$ cat src/rtl/cpu_pkg.sv
// Shared encodings for the 16-bit CPU control path.
// States, instruction classes, ALU codes and branch conditions.
package cpu_pkg;

  typedef enum logic [2:0] {
    S_IDLE,
    S_FETCH,
    S_DECODE,
    S_EXEC,
    S_MEM,
    S_WB,
    S_HALT
  } state_t;

  localparam logic [1:0] CL_LOAD  = 2'b00;
  localparam logic [1:0] CL_STORE = 2'b01;
  localparam logic [1:0] CL_IMM   = 2'b10;
  localparam logic [1:0] CL_ARITH = 2'b11;

  localparam logic [3:0] OP_ADD  = 4'b0000;
  localparam logic [3:0] OP_CMP  = 4'b0101;
  localparam logic [3:0] OP_OUT  = 4'b1101;
  localparam logic [3:0] OP_HALT = 4'b1111;

  localparam logic [2:0] SUB_LI  = 3'b000;
  localparam logic [2:0] SUB_B   = 3'b100;
  localparam logic [2:0] SUB_BCC = 3'b111;

  localparam logic [2:0] CC_EQ = 3'b000;
  localparam logic [2:0] CC_LT = 3'b001;
  localparam logic [2:0] CC_LE = 3'b010;
  localparam logic [2:0] CC_NE = 3'b011;

endpackage

$ cat src/rtl/cpu_branch_eval.sv
// Conditional-branch resolver over the registered {V,C,Z,S} flags.
// Unlisted condition codes resolve to not-taken.
module cpu_branch_eval
  import cpu_pkg::*;
(
  input  logic [2:0] cond,
  input  logic [3:0] flags,
  output logic       taken
);

  logic v, z, s;
  logic unused_carry;

  assign v = flags[3];
  assign z = flags[1];
  assign s = flags[0];
  assign unused_carry = flags[2];

  always_comb begin
    taken = 1'b0;
    unique case (cond)
      CC_EQ:   taken = z;
      CC_LT:   taken = s ^ v;
      CC_LE:   taken = z | (s ^ v);
      CC_NE:   taken = ~z;
      default: taken = 1'b0;
    endcase
  end

endmodule

$ cat src/rtl/cpu_phase_sequencer.sv
// Multi-cycle phase sequencer: fetch, operand read, ALU, memory, writeback.
// All strobes are decoded from the state register, the IR and the flags.
module cpu_phase_sequencer
  import cpu_pkg::*;
#(
  parameter int               OP_W    = 4,
  parameter logic [OP_W-1:0]  ALU_ADD = OP_ADD
) (
  input  logic            clock,
  input  logic            reset_n,
  input  logic            run,
  input  logic [15:0]     ir,
  input  logic [3:0]      flags,
  input  logic            mem_ready,
  output logic            mem_req,
  output logic            mem_we,
  output logic            mem_addr_sel,
  output logic            ir_load,
  output logic            pc_inc,
  output logic            pc_load,
  output logic            ab_load,
  output logic [OP_W-1:0] alu_op,
  output logic            alu_src_imm,
  output logic            dr_load,
  output logic            flags_load,
  output logic            mdr_load,
  output logic            reg_we,
  output logic            reg_wsel,
  output logic            out_valid,
  output logic            halted
);

  state_t    state, state_nxt;
  state_t    resume;
  logic      taken;
  logic      unused_bits;
  logic [1:0] cls;
  logic [2:0] sub;
  logic [OP_W-1:0] op;

  assign cls = ir[15:14];
  assign sub = ir[13:11];
  assign op  = ir[7:4];
  assign unused_bits = ^ir[3:0];

  // Instruction boundary: a dropped run parks the sequencer instead of fetching.
  assign resume = run ? S_FETCH : S_IDLE;

  cpu_branch_eval u_branch_eval (
    .cond  (ir[10:8]),
    .flags (flags),
    .taken (taken)
  );

  always_ff @(posedge clock or negedge reset_n) begin
    if (!reset_n) state <= S_IDLE;
    else          state <= state_nxt;
  end

  always_comb begin
    state_nxt    = state;
    mem_req      = 1'b0;
    mem_we       = 1'b0;
    mem_addr_sel = 1'b0;
    ir_load      = 1'b0;
    pc_inc       = 1'b0;
    pc_load      = 1'b0;
    ab_load      = 1'b0;
    alu_op       = ALU_ADD;
    alu_src_imm  = 1'b0;
    dr_load      = 1'b0;
    flags_load   = 1'b0;
    mdr_load     = 1'b0;
    reg_we       = 1'b0;
    reg_wsel     = 1'b0;
    out_valid    = 1'b0;
    halted       = 1'b0;
    unique case (state)
      S_IDLE: begin
        if (run) state_nxt = S_FETCH;
      end
      S_FETCH: begin
        mem_req = 1'b1;
        if (mem_ready) begin
          ir_load   = 1'b1;
          pc_inc    = 1'b1;
          state_nxt = S_DECODE;
        end
      end
      S_DECODE: begin
        ab_load     = 1'b1;
        alu_src_imm = (cls != CL_ARITH);
        state_nxt   = S_EXEC;
      end
      S_EXEC: begin
        unique case (1'b1)
          (cls == CL_ARITH): begin
            alu_op     = op;
            dr_load    = 1'b1;
            flags_load = (op != OP_HALT);
            if (op == OP_HALT) begin
              state_nxt = S_HALT;
            end else if (op == OP_CMP) begin
              state_nxt = resume;
            end else if (op == OP_OUT) begin
              out_valid = 1'b1;
              state_nxt = resume;
            end else begin
              state_nxt = S_WB;
            end
          end
          (cls == CL_LOAD),
          (cls == CL_STORE): begin
            dr_load   = 1'b1;
            state_nxt = S_MEM;
          end
          default: begin
            if (sub == SUB_LI) begin
              dr_load   = 1'b1;
              state_nxt = S_WB;
            end else begin
              pc_load   = (sub == SUB_B) |
                          ((sub == SUB_BCC) & taken);
              state_nxt = resume;
            end
          end
        endcase
      end
      S_MEM: begin
        mem_req      = 1'b1;
        mem_addr_sel = 1'b1;
        mem_we       = (cls == CL_STORE);
        if (mem_ready) begin
          if (cls == CL_STORE) begin
            state_nxt = resume;
          end else begin
            mdr_load  = 1'b1;
            state_nxt = S_WB;
          end
        end
      end
      S_WB: begin
        reg_we    = 1'b1;
        reg_wsel  = (cls == CL_LOAD);
        state_nxt = resume;
      end
      S_HALT: begin
        halted = 1'b1;
      end
      default: state_nxt = S_IDLE;
    endcase
  end

endmodule

$ cat config.mk
export PLATFORM = sky130hd
export DESIGN_NAME = cpu_phase_sequencer
export DESIGN_NICKNAME = d
export VERILOG_FILES = /design/src/rtl/cpu_pkg.sv /design/src/rtl/cpu_branch_eval.sv /design/src/rtl/cpu_phase_sequencer.sv
export SDC_FILE = /design/constraint.sdc
export NUM_CORES = 1
export LEC_CHECK = 0
export BUFFER_PORTS_ARGS = -buffer_cell sky130_fd_sc_hd__buf_2
export CAP_MARGIN = 25
export CORE_UTILIZATION = 35
export DETAILED_ROUTE_END_ITERATION = 16
export PLACE_DENSITY = 0.74
export SYNTH_ARGS = -nofsm -noshare
export SYNTH_HDL_FRONTEND = slang
export SYNTH_SLANG_ARGS = --single-unit
$ cat constraint.sdc
create_clock -name clock -period 1.7 [get_ports clock]
set_input_delay 0.085 -clock clock [delete_from_list [all_inputs] [get_ports clock]]
set_output_delay 0.085 -clock clock [all_outputs]
set_load 0.005 [all_outputs]
==> impl_results.html, run 1 <==
<table>
<tr><th>Metric</th><th>Value</th></tr>
<tr><th colspan="2">Outcome</th></tr>
<tr><td>Status</td><td>finished clean</td></tr>
<tr><th colspan="2">Detailed routing</th></tr>
<tr><td>Number of design-rule violations left by the first detailed-router iteration</td><td>15</td></tr>
<tr><td>Routed wirelength normalized by instance count</td><td>between 10 and 15 microns</td></tr>
<tr><td>DRT Wirelength</td><td>approximately 1200 microns</td></tr>
<tr><td>First-pass iteration count of the detailed router</td><td>4</td></tr>
<tr><td>DRC</td><td>0</td></tr>
<tr><td>Average via count per standard cell</td><td>approximately 5.2</td></tr>
<tr><td>Vias</td><td>between 600 and 700</td></tr>
<tr><td>Antenna-violating nets left</td><td>0</td></tr>
<tr><th colspan="2">Power</th></tr>
<tr><td>Switching pwr</td><td>327.8 uW</td></tr>
<tr><td>Maximum ir drop on the vdd rail</td><td>0.5279 mV</td></tr>
<tr><td>Power, Total</td><td>744.2 uW</td></tr>
<tr><td>P_leak</td><td>between 0.3 and 0.4 nW</td></tr>
<tr><td>Power density over cell area</td><td>roughly 1100 nW/um^2</td></tr>
<tr><td>Reg power frac</td><td>roughly 25%</td></tr>
<tr><td>Fraction of power spent switching nets</td><td>between 40% and 50%</td></tr>
<tr><td>Part of the total power dissipated in the clock network</td><td>~17%</td></tr>
<tr><td>Share of total power in combinational logic</td><td>57.5%</td></tr>
<tr><td>Internal power component</td><td>~420 uW</td></tr>
<tr><th colspan="2">Floorplan</th></tr>
<tr><td>Die Y-Extent</td><td>about 38 microns</td></tr>
<tr><td>Site row count</td><td>12</td></tr>
<tr><td>Die outline area</td><td>1480 sq um</td></tr>
<tr><td>Core outline area</td><td>1171 sq um</td></tr>
<tr><td>Die W</td><td>roughly 38 microns</td></tr>
<tr><td>Top Ports</td><td>43</td></tr>
<tr><td>Starting utilization of the core area</td><td>approximately two fifths</td></tr>
<tr><th colspan="2">STA</th></tr>
<tr><td>Slew at the pin with the worst max-slew slack</td><td>0.3577 ns</td></tr>
<tr><td>Final setup violating endpoints</td><td>0</td></tr>
<tr><td>Hold Fails Final Rpt</td><td>0</td></tr>
<tr><td>Final Max Slew Viols</td><td>0</td></tr>
<tr><td>Part of the cycle the worst path needs</td><td>between 90% and 100%</td></tr>
<tr><td>Time the worst path needs with I/O delays and setup</td><td>between 1.5 and 2 ns</td></tr>
<tr><td>Worst setup skew after layout</td><td>0.01015 ns</td></tr>
<tr><td>Setup repair after global routing missed its margin</td><td>no</td></tr>
<tr><td>TNS Setup</td><td>0 ns</td></tr>
<tr><td>Relative max-transition margin</td><td>75.95%</td></tr>
<tr><td>Upper clock frequency limit</td><td>0.6314 GHz</td></tr>
<tr><th colspan="2">Finish</th></tr>
<tr><td>Count of antenna diodes in the layout</td><td>0</td></tr>
<tr><td>Final Instance Count excl. Fillers</td><td>roughly 120</td></tr>
<tr><td>Register bank with the most flops</td><td>state</td></tr>
<tr><td>Number of nets in the final layout</td><td>128</td></tr>
<tr><td>Final design area excluding fillers</td><td>between 600 and 700 sq um</td></tr>
<tr><td>Most common library cell in the layout ignoring fill and taps</td><td>sky130_fd_sc_hd__buf_2</td></tr>
<tr><td>Multi-input combinational cell area</td><td>between 300 and 400 sq um</td></tr>
<tr><td>Number of filler instances in the final layout</td><td>approximately 120</td></tr>
<tr><td>Number of flip-flops under the largest register name</td><td>3</td></tr>
<tr><td>Commonest non-fill, non-tap cells in the layout</td><td>sky130_fd_sc_hd__buf_2 (37), sky130_fd_sc_hd__nor2_1 (8), sky130_fd_sc_hd__nand2_1 (7), sky130_fd_sc_hd__and2_1 (7)</td></tr>
<tr><td>Sequential cell area</td><td>between 70 and 80 sq um</td></tr>
<tr><td>Signed area change from the synthesized netlist to the final layout</td><td>47.31%</td></tr>
<tr><td>Fraction of final layout cells sized beyond drive strength 1</td><td>around 45%</td></tr>
<tr><td>Regs by FF count</td><td>state x3</td></tr>
<tr><th colspan="2">Logic synthesis</th></tr>
<tr><td>Distinct cell type count after synthesis</td><td>33</td></tr>
<tr><td>Synthesized netlist cell count</td><td>63</td></tr>
<tr><td>Commonest register cell after synthesis</td><td>sky130_fd_sc_hd__dfrtp_1</td></tr>
<tr><td>Number of enable flip-flop cells after synthesis</td><td>0</td></tr>
<tr><td>Count of synthesis-stage warnings from yosys</td><td>0</td></tr>
<tr><td>Syn_area_per_cell</td><td>7.388 sq um</td></tr>
<tr><td>Synthesis-stage register bit count</td><td>3</td></tr>
<tr><td>Fraction of synthesis flops using an asynchronous set or reset pin</td><td>100.0%</td></tr>
<tr><td>Post-synthesis net count</td><td>87</td></tr>
<tr><td>Share of the yosys chip area belonging to registers</td><td>roughly 16%</td></tr>
<tr><td>Synthesized area</td><td>~470 sq um</td></tr>
<tr><th colspan="2">Clocking</th></tr>
<tr><td>Deepest level of the CTS H-tree</td><td>1</td></tr>
<tr><td>CTS Sinks</td><td>3</td></tr>
<tr><td>Cell at the root of the clock tree</td><td>sky130_fd_sc_hd__clkbuf_4</td></tr>
<tr><td>Clock transition at the registers of the reported paths</td><td>0.04 ns</td></tr>
<tr><td>TritonCTS clock tree</td><td>yes</td></tr>
<tr><td>Maximum root-to-sink buffer count</td><td>2</td></tr>
<tr><td>Insertion delay of the later-clocked pin in the worst-skew pair</td><td>approximately 0.24 ns</td></tr>
<tr><td>Number of instances resized during post-cts repair</td><td>0</td></tr>
<tr><td>Number of buffers created by CTS</td><td>3</td></tr>
<tr><td>Total of hold buffers inserted after clock tree synthesis</td><td>1</td></tr>
<tr><td>Buffers inserted by post-CTS timing repair</td><td>0</td></tr>
<tr><th colspan="2">Worst setup path</th></tr>
<tr><td>Combined buffer and inverter count along the critical path</td><td>1</td></tr>
<tr><td>Crit path from</td><td>state[2]</td></tr>
<tr><td>Startpoint-to-endpoint class of the critical path</td><td>reg -&gt; out</td></tr>
<tr><td>Cell depth of the worst flop-to-flop path</td><td>4</td></tr>
<tr><td>Max Fanout on Critical Path</td><td>9</td></tr>
<tr><td>Reg-to-reg setup timing slack</td><td>around 0.28 ns</td></tr>
<tr><td>Crit. End Element</td><td>primary output</td></tr>
<tr><td>Required time reported for the critical path endpoint</td><td>between 1.5 and 2 ns</td></tr>
<tr><td>Critical-path cell list</td><td>nand2b_4, nor3_4, and2_1, nor3b_2, buf_2</td></tr>
<tr><td>Worst Setup Start Kind</td><td>flop</td></tr>
<tr><td>CP max stage cell</td><td>sky130_fd_sc_hd__dfrtp_1</td></tr>
<tr><td>Delay-heaviest family, CP</td><td>simple AND/OR/NAND/NOR gates</td></tr>
<tr><td>Worst flop-to-flop path startpoint</td><td>state[0]</td></tr>
<tr><td>CP arrival</td><td>1.50 ns</td></tr>
<tr><td>Largest incremental delay on the critical path</td><td>approximately 0.45 ns</td></tr>
<tr><td>Capture point of the worst reg-to-reg path</td><td>state[0]</td></tr>
<tr><th colspan="2">Place</th></tr>
<tr><td>DP Cell Count</td><td>112</td></tr>
<tr><td>Dpl hpwl</td><td>just under 1000 microns</td></tr>
<tr><td>I/O Buffers</td><td>37</td></tr>
<tr><td>Area after DPL</td><td>roughly 650 sq um</td></tr>
<tr><td>Final weighted congestion in routability-driven placement</td><td>a little under 0.7</td></tr>
<tr><th colspan="2">Global route</th></tr>
<tr><td>Overall global routing resource usage</td><td>between 10% and 20%</td></tr>
<tr><td>Largest net degree at the start of global routing</td><td>11</td></tr>
<tr><td>Sum of overflow across all layers after global routing</td><td>0</td></tr>
<tr><td>Number of global-route vias before repair</td><td>446</td></tr>
<tr><td>Antenna violations before repair</td><td>0</td></tr>
<tr><td>Wire length of the first global-routing pass</td><td>1821 microns</td></tr>
<tr><th colspan="2">Job</th></tr>
<tr><td>Max cap viols</td><td>0</td></tr>
<tr><th colspan="2">Min path</th></tr>
<tr><td>Path type of the worst min-delay path</td><td>in -&gt; async</td></tr>
</table>
## through the flow
step	hold slack [ns]	utilization (%)	worst slack, ns
detailed placement	-0.1200	55.45	0.3144
global placement	-0.1215	55.45	0.3213
floorplan	-0.2106	-	0.4895
finish	0.1694	58.55	0.1162
CTS	0.1651	58.55	0.1010
global route	0.1882	58.55	0.009283
## routing by layer
metal	vias to the layer above	part of all wire [%]	GRT usage [%]
met2	30	47	26.27
li1	307	-	-
met5	-	0	0
met1	271	45	24.21
met3	2	7.4	3.488
met4	0	0.80	10.34
## logic make-up (layout without fill, tap and decap cells)
group,after synthesis,after routing,share of synthesized area [%]
buffers and inverters,4,44,5.644
muxes,1,1,2.419
and+or+nand+nor,39,39,50.54
AOI/OAI and AO/OA,15,15,23.39
DFF,3,3,16.13
xor gates and xnor gates,1,1,1.882
## synth_stat cells, types with 2 or more instances
cell type	count	share of area, %
sky130_fd_sc_hd__dfrtp_1	3	16
sky130_fd_sc_hd__a21oi_1	2	2.2
sky130_fd_sc_hd__and3_1	2	2.7
sky130_fd_sc_hd__nor2b_1	3	4.0
sky130_fd_sc_hd__o21ai_0	3	3.2
sky130_fd_sc_hd__or2b_1	2	3.2
sky130_fd_sc_hd__nand2_1	7	5.6
sky130_fd_sc_hd__nor2_1	8	6.5
sky130_fd_sc_hd__o31ai_1	2	3.2
sky130_fd_sc_hd__and2_1	7	9.4
sky130_fd_sc_hd__nor3b_1	2	3.2
## power groups by stage
stage | Clock [mW] | Combinational (mW) | Sequential [mW]
detailed placement | 0 | 0.422 | 0.185
global route | 0.137 | 0.481 | 0.196
CTS | 0.131 | 0.427 | 0.186
finish | 0.128 | 0.428 | 0.188
global placement | 0 | 0.417 | 0.185
floorplan | 0 | 0.340 | 0.143
## how the worst max path moves through the flow
stage	to	cells past startpoint
6_report	out_valid	5
5_1_grt	out_valid	5
4_1_cts	out_valid	5
3_5_place_dp	state[0]	4
3_3_place_gp	state[0]	4
2_1_floorplan	state[0]	5
## layout make-up
type | instances | area share (%)
clock buffer | 4 | 3.832
inverter | 2 | 1.095
multi-input combinational | 56 | 53.10
sequential | 3 | 10.95
tap | 14 | 2.555
timing repair buffer | 38 | 28.47
Note: power is estimated with default switching activity, not from simulation.
==> run 2, diff against run 1 <==
Settings changed: CORE_UTILIZATION 35 to 37, PLACE_DENSITY 0.74 to 0.75, RECOVER_POWER set to 100, SYNTH_HIERARCHICAL set to 1.
==> impl_results.html, run 2 <==
<table>
<tr><th>Metric</th><th>Value</th></tr>
<tr><th colspan="2">Outcome</th></tr>
<tr><td>Status</td><td>finished clean</td></tr>
<tr><th colspan="2">Global route</th></tr>
<tr><td>Overall global routing resource usage</td><td>~20%</td></tr>
<tr><td>Antenna violations before repair</td><td>0</td></tr>
<tr><td>Largest net degree at the start of global routing</td><td>11</td></tr>
<tr><td>Number of global-route vias before repair</td><td>535</td></tr>
<tr><td>Wire length of the first global-routing pass</td><td>roughly 2100 microns</td></tr>
<tr><td>Sum of overflow across all layers after global routing</td><td>0</td></tr>
<tr><th colspan="2">Clocking</th></tr>
<tr><td>Deepest level of the CTS H-tree</td><td>1</td></tr>
<tr><td>Clock transition at the registers of the reported paths</td><td>0.04 ns</td></tr>
<tr><td>Insertion delay of the later-clocked pin in the worst-skew pair</td><td>approximately 0.24 ns</td></tr>
<tr><td>CTS Sinks</td><td>3</td></tr>
<tr><td>Number of buffers created by CTS</td><td>3</td></tr>
<tr><td>Cell at the root of the clock tree</td><td>sky130_fd_sc_hd__clkbuf_4</td></tr>
<tr><td>Maximum root-to-sink buffer count</td><td>2</td></tr>
<tr><td>TritonCTS clock tree</td><td>yes</td></tr>
<tr><th colspan="2">Worst setup path</th></tr>
<tr><td>CP max stage cell</td><td>sky130_fd_sc_hd__dfrtp_2</td></tr>
<tr><td>Crit. End Element</td><td>primary output</td></tr>
<tr><td>Critical-path cell list</td><td>nand3b_1, nor2_1, and2_1, nor3b_2, buf_2</td></tr>
<tr><td>CP arrival</td><td>around 1.5 ns</td></tr>
<tr><td>Largest incremental delay on the critical path</td><td>approximately 0.45 ns</td></tr>
<tr><td>Worst Setup Start Kind</td><td>flop</td></tr>
<tr><td>Cell depth of the worst flop-to-flop path</td><td>4</td></tr>
<tr><td>Required time reported for the critical path endpoint</td><td>about 1.6 ns</td></tr>
<tr><td>Max Fanout on Critical Path</td><td>8</td></tr>
<tr><td>Startpoint-to-endpoint class of the critical path</td><td>reg -&gt; out</td></tr>
<tr><th colspan="2">Logic synthesis</th></tr>
<tr><td>Synthesis-stage register bit count</td><td>3</td></tr>
<tr><td>Commonest cells in the synthesized netlist</td><td>sky130_fd_sc_hd__and2_1 (6), sky130_fd_sc_hd__nand2_1 (6), sky130_fd_sc_hd__nor2_1 (6)</td></tr>
<tr><td>Synthesized netlist cell count</td><td>67</td></tr>
<tr><td>Post-synthesis xor/xnor area fraction</td><td>between 3 and 4%</td></tr>
<tr><td>Adder-cell share of the synthesized area</td><td>0%</td></tr>
<tr><td>Basic-gate share of the synthesized area counting and, or, nand and nor cells</td><td>48.04%</td></tr>
<tr><td>Top-area cell type share of the netlist area</td><td>between 10 and 15%</td></tr>
<tr><td>Combinational family with the most area after synthesis</td><td>simple AND/OR/NAND/NOR gates</td></tr>
<tr><td>Fraction of synthesis flops using an asynchronous set or reset pin</td><td>100.0%</td></tr>
<tr><td>Commonest register cell after synthesis</td><td>sky130_fd_sc_hd__dfrtp_1</td></tr>
<tr><td>Post-synthesis net count</td><td>between 90 and 100</td></tr>
<tr><td>Area contributors post-synth</td><td>sky130_fd_sc_hd__dfrtp_1 (15%), sky130_fd_sc_hd__and2_1 (7.4%), sky130_fd_sc_hd__a2111oi_4 (5.4%), sky130_fd_sc_hd__buf_4 (4.4%), sky130_fd_sc_hd__nand2_1 (4.4%)</td></tr>
<tr><td>Synthesized area</td><td>a little over 500 sq um</td></tr>
<tr><td>Compound-gate portion of the synthesized area</td><td>between 20% and 30%</td></tr>
<tr><td>Proportion of synthesized area in mux cells</td><td>0%</td></tr>
<tr><td>Count of synthesis-stage warnings from yosys</td><td>6</td></tr>
<tr><td>Number of enable flip-flop cells after synthesis</td><td>0</td></tr>
<tr><td>Share of the yosys chip area belonging to registers</td><td>between 10% and 20%</td></tr>
<tr><td>Syn_area_per_cell</td><td>between 7 and 8 sq um</td></tr>
<tr><td>Distinct cell type count after synthesis</td><td>35</td></tr>
<tr><td>Cell accounting for the most synthesized area</td><td>sky130_fd_sc_hd__dfrtp_1</td></tr>
<tr><th colspan="2">Min path</th></tr>
<tr><td>Path type of the worst min-delay path</td><td>in -&gt; async</td></tr>
<tr><th colspan="2">Place</th></tr>
<tr><td>DP Cell Count</td><td>~120</td></tr>
<tr><td>I/O Buffers</td><td>37</td></tr>
<tr><td>Dpl hpwl</td><td>1127 microns</td></tr>
<tr><td>Final weighted congestion in routability-driven placement</td><td>just under 0.8</td></tr>
<tr><th colspan="2">Finish</th></tr>
<tr><td>Register bank with the most flops</td><td>state</td></tr>
<tr><td>Number of nets in the final layout</td><td>between 100 and 150</td></tr>
<tr><td>Signed area change from the synthesized netlist to the final layout</td><td>40.69%</td></tr>
<tr><td>Count of antenna diodes in the layout</td><td>0</td></tr>
<tr><td>Final Instance Count excl. Fillers</td><td>around 120</td></tr>
<tr><td>Fraction of final layout cells sized beyond drive strength 1</td><td>36.70%</td></tr>
<tr><td>Most common library cell in the layout ignoring fill and taps</td><td>sky130_fd_sc_hd__buf_2</td></tr>
<tr><td>Number of flip-flops under the largest register name</td><td>3</td></tr>
<tr><td>Commonest non-fill, non-tap cells in the layout</td><td>sky130_fd_sc_hd__buf_2 (27), sky130_fd_sc_hd__clkbuf_1 (10), sky130_fd_sc_hd__nand2_1 (6), sky130_fd_sc_hd__nor2_1 (6)</td></tr>
<tr><td>Regs by FF count</td><td>state x3</td></tr>
<tr><th colspan="2">Detailed routing</th></tr>
<tr><td>DRC</td><td>0</td></tr>
<tr><td>Routed wirelength normalized by instance count</td><td>between 10 and 15 microns</td></tr>
<tr><td>Number of design-rule violations left by the first detailed-router iteration</td><td>9</td></tr>
<tr><td>First-pass iteration count of the detailed router</td><td>4</td></tr>
<tr><td>DRT Wirelength</td><td>1450 microns</td></tr>
<tr><td>Vias</td><td>~660</td></tr>
<tr><td>Antenna-violating nets left</td><td>0</td></tr>
<tr><td>Average via count per standard cell</td><td>between 5 and 6</td></tr>
<tr><th colspan="2">Floorplan</th></tr>
<tr><td>Die Y-Extent</td><td>~40 microns</td></tr>
<tr><td>Core outline area</td><td>roughly 1300 sq um</td></tr>
<tr><td>Die outline area</td><td>roughly 1500 sq um</td></tr>
<tr><td>Die W</td><td>between 30 and 40 microns</td></tr>
<tr><td>Top Ports</td><td>43</td></tr>
<tr><td>Site row count</td><td>13</td></tr>
<tr><td>Starting utilization of the core area</td><td>between 30% and 40%</td></tr>
<tr><th colspan="2">STA</th></tr>
<tr><td>Worst setup skew after layout</td><td>0.004297 ns</td></tr>
<tr><td>Slew at the pin with the worst max-slew slack</td><td>between 0.4 and 0.5 ns</td></tr>
<tr><td>Part of the cycle the worst path needs</td><td>92.23%</td></tr>
<tr><td>Time the worst path needs with I/O delays and setup</td><td>roughly 1.6 ns</td></tr>
<tr><td>Relative max-transition margin</td><td>about 70%</td></tr>
<tr><td>Final setup violating endpoints</td><td>0</td></tr>
<tr><td>TNS Setup</td><td>0 ns</td></tr>
<tr><td>Upper clock frequency limit</td><td>around 0.64 GHz</td></tr>
<tr><td>Fin Hold WS</td><td>~0.19 ns</td></tr>
<tr><td>Setup repair after global routing missed its margin</td><td>no</td></tr>
<tr><td>Hold Fails Final Rpt</td><td>0</td></tr>
<tr><td>Final Max Slew Viols</td><td>0</td></tr>
<tr><th colspan="2">Job</th></tr>
<tr><td>Max cap viols</td><td>0</td></tr>
<tr><th colspan="2">Power</th></tr>
<tr><td>Power density over cell area</td><td>roughly 1000 nW/um^2</td></tr>
<tr><td>P_leak</td><td>roughly 0.35 nW</td></tr>
<tr><td>Maximum ir drop on the vdd rail</td><td>0.6649 mV</td></tr>
<tr><td>Power, Total</td><td>approximately 720 uW</td></tr>
</table>
## run 2: cell types whose count changed after synthesis, sizes merged, moves of 2 or more
cell | before | now
a22oi | 0 | 2
buf | 2 | 4
nand3b | 0 | 3
nor2 | 8 | 6
nor2b | 3 | 0
nor3 | 2 | 4
## run 2: cell type report
type	instances	area (sq um)
Clock buffer	4	26.28
Fill cell	128	566.8
Inverter	1	3.754
Multi-Input combinational cell	59	380.4
Sequential cell	3	77.57
Tap cell	15	18.77
Timing Repair Buffer	42	211.5
## run 2: through the flow
stage / setup slack, ns / util (%) / area (sq um)
CTS: 0.08670 / 57.55 / 739.5
global route: 0.02093 / 55.89 / 718.2
global placement: 0.2843 / 54.72 / 703.2
floorplan: 0.3531 / - / 510.5
finish: 0.1321 / 55.89 / 718.2
detailed placement: 0.2102 / 54.72 / 703.2
## run 2: final timing paths
check                               start        end  slack [ns]
worst min-delay path              reset_n   state[0]        0.19
worst max-delay path             state[2]  out_valid        0.13
worst min register to register   state[2]   state[2]        0.76
worst max register to register   state[0]   state[0]        0.18
max in group asynchronous         reset_n   state[2]        1.32
min in group clock              mem_ready   state[2]        0.25
## run 2: per-layer routing
| layer | wire length [microns] | global-route usage, % | part of all wire [%] |
|---|---|---|---|
| met2 | 713 | 34.58 | 49 |
| met1 | 623 | 24.74 | 43 |
| met5 | 0 | 0 | 0 |
| met3 | 84 | 0 | 5.8 |
| met4 | 29 | 13.79 | 2.0 |
## run 2: timing repair
action | CTS | global route
setup endpoints to repair | 0 | 4
hold endpoints to repair | 3 | 0
gates resized for setup | 0 | 3
hold buffers | 1 | 0
setup buffers | 0 | 1
## run 2: worst max-delay path: cells and delay by family (launching register included)
kind                   cells  cell delay [ns]
and+or+nand+nor            4             0.68
DFF                        1             0.45
buffers and inverters      1             0.12
## run 2: cells by family (layout without fill, tap and decap cells)
kind of cell / after synthesis / in the layout
flip-flops: 3 / 3
AO/OA/AOI/OAI: 16 / 16
XOR/XNOR: 2 / 2
AND/OR/NAND/NOR: 41 / 41
buffers and inverters: 5 / 47
## run 2: power breakdown
| group | internal, mW | switching [mW] |
|---|---|---|
| sequential | 0.104 | 0.0504 |
| clock | 0.0882 | 0.0413 |
| combinational | 0.216 | 0.218 |
